[src/rtl/pipeline_stall_ctrl.sv]
// Stall/flush sequencer for the 5-stage pipeline: hazard stalls, branch flushes, memory-wait freeze with timeout.
// Optional perf counters are enabled by defining PIPE_PERF_CNT_EN.
module pipeline_stall_ctrl #(
  parameter int MEM_TIMEOUT = 16
) (
  input  logic        clk,
  input  logic        rst,
  input  logic        hazard,
  input  logic        branch_taken,
  input  logic        mem_req,
  input  logic        mem_ready,
  output logic        pc_we,
  output logic        if_id_we,
  output logic        if_id_flush,
  output logic        id_ex_we,
  output logic        id_ex_bubble,
  output logic        ex_mem_we,
  output logic        mem_wb_bubble,
  output logic        mem_error,
  output logic [31:0] stall_cycles,
  output logic [31:0] flush_count
);

  localparam int CW = $clog2(MEM_TIMEOUT + 1);

  typedef enum logic {RUN, MEM_WAIT} state_t;

  state_t          state_q;
  logic [CW-1:0]   wait_cnt_q;
  logic            mem_error_q;
  logic            drop_q;
  logic            frozen;

  // drop_q marks the RUN cycle right after a timeout, where the abandoned access counts as done.
  always_comb begin
    if (state_q == RUN) begin
      frozen = mem_req && !mem_ready && !drop_q;
    end else begin
      frozen = !mem_ready;
    end
  end

  always_comb begin
    pc_we         = 1'b1;
    if_id_we      = 1'b1;
    if_id_flush   = 1'b0;
    id_ex_we      = 1'b1;
    id_ex_bubble  = 1'b0;
    ex_mem_we     = 1'b1;
    mem_wb_bubble = 1'b0;
    if (rst) begin
      pc_we         = 1'b0;
      if_id_we      = 1'b0;
      if_id_flush   = 1'b1;
      id_ex_we      = 1'b0;
      id_ex_bubble  = 1'b1;
      ex_mem_we     = 1'b0;
      mem_wb_bubble = 1'b1;
    end else if (frozen) begin
      pc_we         = 1'b0;
      if_id_we      = 1'b0;
      id_ex_we      = 1'b0;
      ex_mem_we     = 1'b0;
      mem_wb_bubble = 1'b1;
    end else if (hazard) begin
      pc_we         = 1'b0;
      if_id_we      = 1'b0;
      id_ex_bubble  = 1'b1;
    end else if (branch_taken) begin
      if_id_flush   = 1'b1;
    end
  end

  always_ff @(posedge clk) begin
    if (rst) begin
      state_q     <= RUN;
      wait_cnt_q  <= '0;
      mem_error_q <= 1'b0;
      drop_q      <= 1'b0;
    end else begin
      drop_q <= 1'b0;
      case (state_q)
        RUN: begin
          if (frozen) begin
            state_q    <= MEM_WAIT;
            wait_cnt_q <= CW'(1);
          end
        end
        MEM_WAIT: begin
          if (mem_ready) begin
            state_q    <= RUN;
            wait_cnt_q <= '0;
          end else if (wait_cnt_q == CW'(MEM_TIMEOUT)) begin
            state_q     <= RUN;
            wait_cnt_q  <= '0;
            mem_error_q <= 1'b1;
            drop_q      <= 1'b1;
          end else begin
            wait_cnt_q <= wait_cnt_q + CW'(1);
          end
        end
        default: begin
          state_q    <= RUN;
          wait_cnt_q <= '0;
        end
      endcase
    end
  end

  assign mem_error = mem_error_q && !rst;

`ifdef PIPE_PERF_CNT_EN
  logic [31:0] stall_q;
  logic [31:0] flush_q;

  // Both counters saturate instead of wrapping.
  always_ff @(posedge clk) begin
    if (rst) begin
      stall_q <= '0;
      flush_q <= '0;
    end else begin
      if (!pc_we && (stall_q != 32'hFFFF_FFFF)) begin
        stall_q <= stall_q + 32'd1;
      end
      if (if_id_flush && (flush_q != 32'hFFFF_FFFF)) begin
        flush_q <= flush_q + 32'd1;
      end
    end
  end

  assign stall_cycles = stall_q;
  assign flush_count  = flush_q;
`else
  assign stall_cycles = 32'd0;
  assign flush_count  = 32'd0;
`endif

endmodule

[config.mk]
export PLATFORM = sky130hd
export DESIGN_NAME = pipeline_stall_ctrl
export DESIGN_NICKNAME = d
export VERILOG_FILES = /design/src/rtl/pipeline_stall_ctrl.sv
export SDC_FILE = /design/constraint.sdc
export NUM_CORES = 1
export LEC_CHECK = 0
export BUFFER_PORTS_ARGS = -buffer_cell sky130_fd_sc_hd__buf_4
export CORE_ASPECT_RATIO = 0.9
export CORE_MARGIN = 1.5
export CORE_UTILIZATION = 35
export CTS_CLUSTER_SIZE = 40
export DETAILED_ROUTE_END_ITERATION = 10
export PLACE_DENSITY = 0.8
export SLEW_MARGIN = 15
export SYNTH_ARGS = -nofsm -noshare
export SYNTH_HDL_FRONTEND = slang
export SYNTH_SLANG_ARGS = --single-unit
[constraint.sdc]
create_clock -name clk -period 1.6 [get_ports clk]
set_clock_uncertainty 0.2 [all_clocks]
set_input_delay 0 -clock clk [delete_from_list [all_inputs] [get_ports clk]]
set_output_delay 0 -clock clk [all_outputs]
set_load 0.05 [all_outputs]
=== After elaboration in Yosys (flattened, before gate mapping) ===
Cells that the tools add are included.

* Bits in registers: 8
* Bits of input ports: 6
* Output and inout bits: 72
* Logic and storage cells: 40

* $add $sub $neg: 1
* Equality and inequality tests: 2
* Muxes and demuxes: 23
* Bitwise operators: 2
* Reductions and logical operators: 8

{| class="wikitable"
|+ Operator list
! kind !! number
|-
| 1-bit 2-to-1 mux || 18
|-
| 5-bit 2-to-1 mux || 3
|-
| 5-bit case mux with 2 select lines || 1
|-
| 5-bit by 1-bit adder with 5-bit output, second input constant || 1
|-
| 5-bit == test, second input constant || 1
|-
| 1-bit logical AND || 3
|-
| 1-bit zero test || 3
|-
| 3-bit AND reduction || 1
|-
| 3-bit OR reduction || 1
|-
| 2-bit != test, second input constant || 1
|-
| 1-bit inverter || 2
|-
| 1-bit case mux with 2 select lines || 1
|}

=== Longest topological paths before layout ===
* Word-level depth: 6
* Gate-level depth with buffers: 5

=== Worst setup path before layout ===
OpenSTA, ideal clock, no wires.

* Path type: reg-to-output
* From: register drop_q
* To: output pc_we
* Arrival: 2.186 ns
* Data required time: 1.400 ns
* Path slack: -0.786 ns
* Stages on the path, launching flop included: 5
* Path buffers: 1
* Cells stage by stage: dfxtp_1 nand2b_1 a21o_1 nor3b_1 buf_4

* Word-level cells in the longest chain between the ends: 5

{| class="wikitable"
|+ Ends and longest elaborated chain
! item !! RTL line !! text
|-
| from (decl) || 31 || <nowiki>logic drop_q;</nowiki>
|-
| from (signal assigned) || 79 || <nowiki>drop_q <= 1'b0;</nowiki>
|-
| from (signal assigned) || 81 || <nowiki>drop_q <= 1'b0;</nowiki>
|-
| from (signal assigned) || 97 || <nowiki>drop_q <= 1'b1;</nowiki>
|-
| 1-bit zero test || 37 || <nowiki>frozen = mem_req && !mem_ready && !drop_q;</nowiki>
|-
| 1-bit logical AND || 37 ||
|-
| 1-bit 2-to-1 mux || 36 || <nowiki>if (state_q == RUN) begin</nowiki>
|-
| 1-bit 2-to-1 mux (2 in series) || n/a ||
|-
| to (decl) || 12 || <nowiki>output logic pc_we,</nowiki>
|}

Every way passes these cells.

=== Final worst setup path ===
* From: register drop_q
* To: output if_id_flush

* Word-level cells in the longest chain between the ends: 5

{| class="wikitable"
|+ Ends and longest elaborated chain
! item !! RTL line !! text
|-
| 1-bit zero test || 37 ||
|-
| 1-bit logical AND || 37 ||
|-
| 1-bit 2-to-1 mux || 36 ||
|-
| 1-bit 2-to-1 mux || 59 || <nowiki>end else if (frozen) begin</nowiki>
|-
| 1-bit 2-to-1 mux || 51 || <nowiki>if (rst) begin</nowiki>
|-
| to (decl) || 14 || <nowiki>output logic if_id_flush,</nowiki>
|}

Every way passes these cells.

==> reports/qor.yml <==
grt_antenna_before_repair: 0
r2r_cells: 5
peakVddDrop_mv: 0.355
rsz0062_at_grt: "true"
grt_pass1_wl_mm: 1.61
p_int_uw: 347
nNetsFinal: 145
setup_slack_ps: 53.5
netSwitchingPower_uw: 476
synthCells: 117
finalCriticalPeriod_ps: 1550
path_cells: "nand2b_4 -> a21o_4 -> a31o_2 -> buf_4"
p_comb_frac: 0.562
r2r-start: "wait_cnt_q[1]"
clk_latency_ps: 260
via_count: 609
dp_hpwl_mm: 1.00
drc_errors: 0
vias_per_cell: 3.74
die_h_um: 52.9
finalSetupViolCount: 0
die-area_um2: 3090
required_ps: 1400
initial_utilization: 0.383
critPathBufInv: 1
rr_endpoint: "wait_cnt_q[0]"
wl_mm: 1.32
fillerInstances: 256
synth_area_per_cell_um2: 8.28
worstHoldPathType: "in2out"
ios: 78
synthMuxAreaShare: 0.0103
cts-root-buf: "clkbuf_4"
synth-compound-area-share: 0.105
grt_usage: 0.0682
yosysUniqueCellTypes: 29
grt-ovfl-total: 0
netlist_area_um2: 968
synth-seq-area-share: 0.165
power_density_nw_per_um2: 847
crit_family: "compound AO/OA/AOI/OAI gates"
rows: 17
synthAdderAreaFrac: 0.0258
die_w_um: 58.4
grt_pass1_vias: 402
power_frac_clock: 0.186
status: "finished, final reports clean"
clk_path_buf_depth: 2
place_ws_ps: 39.0
seq_power_share: 0.252
final_antenna_net_count: 0
dr.pass1.iters: 4
layout_commonest_cell: "conb_1"
startpoint: "drop_q"
coreArea_um2: 2530
slowest_delay_ps: 320
critPathArrivalTime_ps: 1350
dp.cells: 156
final_max_slew_viol_count: 0
synth_xor_xnor_area_share: 0
ys_ff_latch: 8
routedWlPerCell_um: 8.11
cts_buffers: 3
finalHoldViolations: 0
leakage_uw: 0.000522
cts_tree: "built"
crit_path_top_delay_cell: "dfxtp_2"
ff2ff_setup_slack_ps: 60
max_cap_viol_count: 0
drive_above_1_share: 0.259
switching_share: 0.579
clk_pin_slew_ps: 50
endpoint_kind: "primary output"
place.gp.congestion: 0.834
critical_path_depth: 4
synth-warning-count: 0
layout.cells.non_filler: 163
timing.fmax_mhz: 647
final_util: 0.384
layout_common_cells: "conb_1 (64), buf_4 (14), dfxtp_2 (4), dfxtp_1 (4)"
critical_path.max_fanout: 6
critical_path_class: "reg2out"
portBuffers: 13
antenna_cells: 0
synthSimpleGateAreaFrac: 0.154
start_kind: "flop"
finalCritPeriodShare: 0.967
min_from: "hazard"
endpoint: "if_id_flush"
htree_levels: 1
clock_sinks: 8
synth_top_family_by_area: "buffers and inverters"
syn2layout_area_growth_pct: 0.258
detail_route.iter0.violations: 7
grt_max_degree: 11
==> cells in the mapped netlist <==
| master | number | area share |
|---|---|---|
| a21o_1 | 3 | 0.023 |
| and2_2 | 1 | 0.0078 |
| a22oi_1 | 2 | 0.015 |
| dfxtp_1 | 8 | 0.17 |
| buf_4 | 66 | 0.51 |
| a21oi_1 | 3 | 0.015 |
| a211oi_1 | 1 | 0.0078 |
| nand2b_1 | 2 | 0.013 |
| o2111a_1 | 2 | 0.023 |
| a31o_2 | 1 | 0.0090 |
| and4bb_1 | 2 | 0.026 |
| a32o_1 | 1 | 0.010 |
| nor3_1 | 2 | 0.010 |
| inv_1 | 5 | 0.019 |
| nor2_1 | 1 | 0.0039 |
| nand3_1 | 1 | 0.0052 |
| nor4_1 | 2 | 0.013 |
| buf_2 | 1 | 0.0052 |
| ha_1 | 2 | 0.026 |
| and2_1 | 1 | 0.0065 |
| conb_1 | 1 | 0.0039 |
| nor3b_2 | 1 | 0.013 |
| mux2i_1 | 1 | 0.010 |
| or2_2 | 1 | 0.0065 |
| nor2b_1 | 2 | 0.013 |
| nor3b_1 | 1 | 0.0078 |
| nand4bb_1 | 1 | 0.012 |
| or4_1 | 1 | 0.0078 |
| or3b_1 | 1 | 0.0090 |
==> per-layer routing <==
| metal | vias to the layer above | GRT usage | wire [um] |
|---|---|---|---|
| li1 | 296 | - | - |
| met1 | 264 | 0.0861 | 489 |
| met2 | 47 | 0.103 | 696 |
| met5 | - | 0 | 0 |
| met3 | 2 | 0.0147 | 123 |
| met4 | 0 | 0.0465 | 13 |
==> metrics by stage <==
step                setup TNS (ps)  power (uW)  hold slack [ps]  instance area (um^2)
floorplan                     -207         737            -94.7                  1210
global placement                 0         647             57.4                   860
detailed placement               0         647             54.2                   860
CTS                              0         800             27.7                   902
global route                 -21.5         852              112                   971
finish                           0         823              100                   971
==> cell families after synthesis <==
| group | Yosys count |
|---|---|
| AO/OA/AOI/OAI | 13 |
| flip-flops | 8 |
| multiplexers | 1 |
| adder cells (fa/ha/maj) | 2 |
| AND/OR/NAND/NOR | 20 |
| buffers and inverters | 72 |
| other | 1 |
==> tightest hold or removal path, stage by stage <==
cell	delay, ps
buf_4	110
nor3b_4	50
buf_6	140
==> power by group through the flow <==
stage                     clock (uW)  combinational, uW  sequential [uW]
after floorplan                    0                526              211
after global placement             0                437              210
after detailed placement           0                437              210
after CTS                        153                441              206
after global routing             162                482              208
final                            153                463              207
==> timing repair <==
item | in CTS | in global routing
setup buffers | 0 | 1
setup endpoints to repair | 0 | 10
hold buffers | 2 | 1
gates resized for setup | 0 | 14
endpoints found under the hold margin | 5 | 1
==> sequential cells by signal, indices dropped and copies added (netlist names) <==
name         count
wait_cnt_q       5
drop_q           1
mem_error_q      1
state_q          1
==> area by class of cell <==
class	instances	area (um^2)	area share
inverter	5	18.8	0.0193
sequential	8	165	0.170
multi-input combinational	100	572	0.589
clock buffer	3	22.5	0.0232
timing repair buffer	19	158	0.162
tap	28	35.0	0.0361
==> worst min-delay path by stage <==
stage	to	slack (ps)	depth (start not counted)
CTS	state_q	30	4
floorplan	if_id_we	-90	1
finish	pc_we	100	3
detailed placement	wait_cnt_q[0]	50	2
global route	pc_we	110	3
global placement	wait_cnt_q[0]	60	2
(Power assumes the default switching activity.)
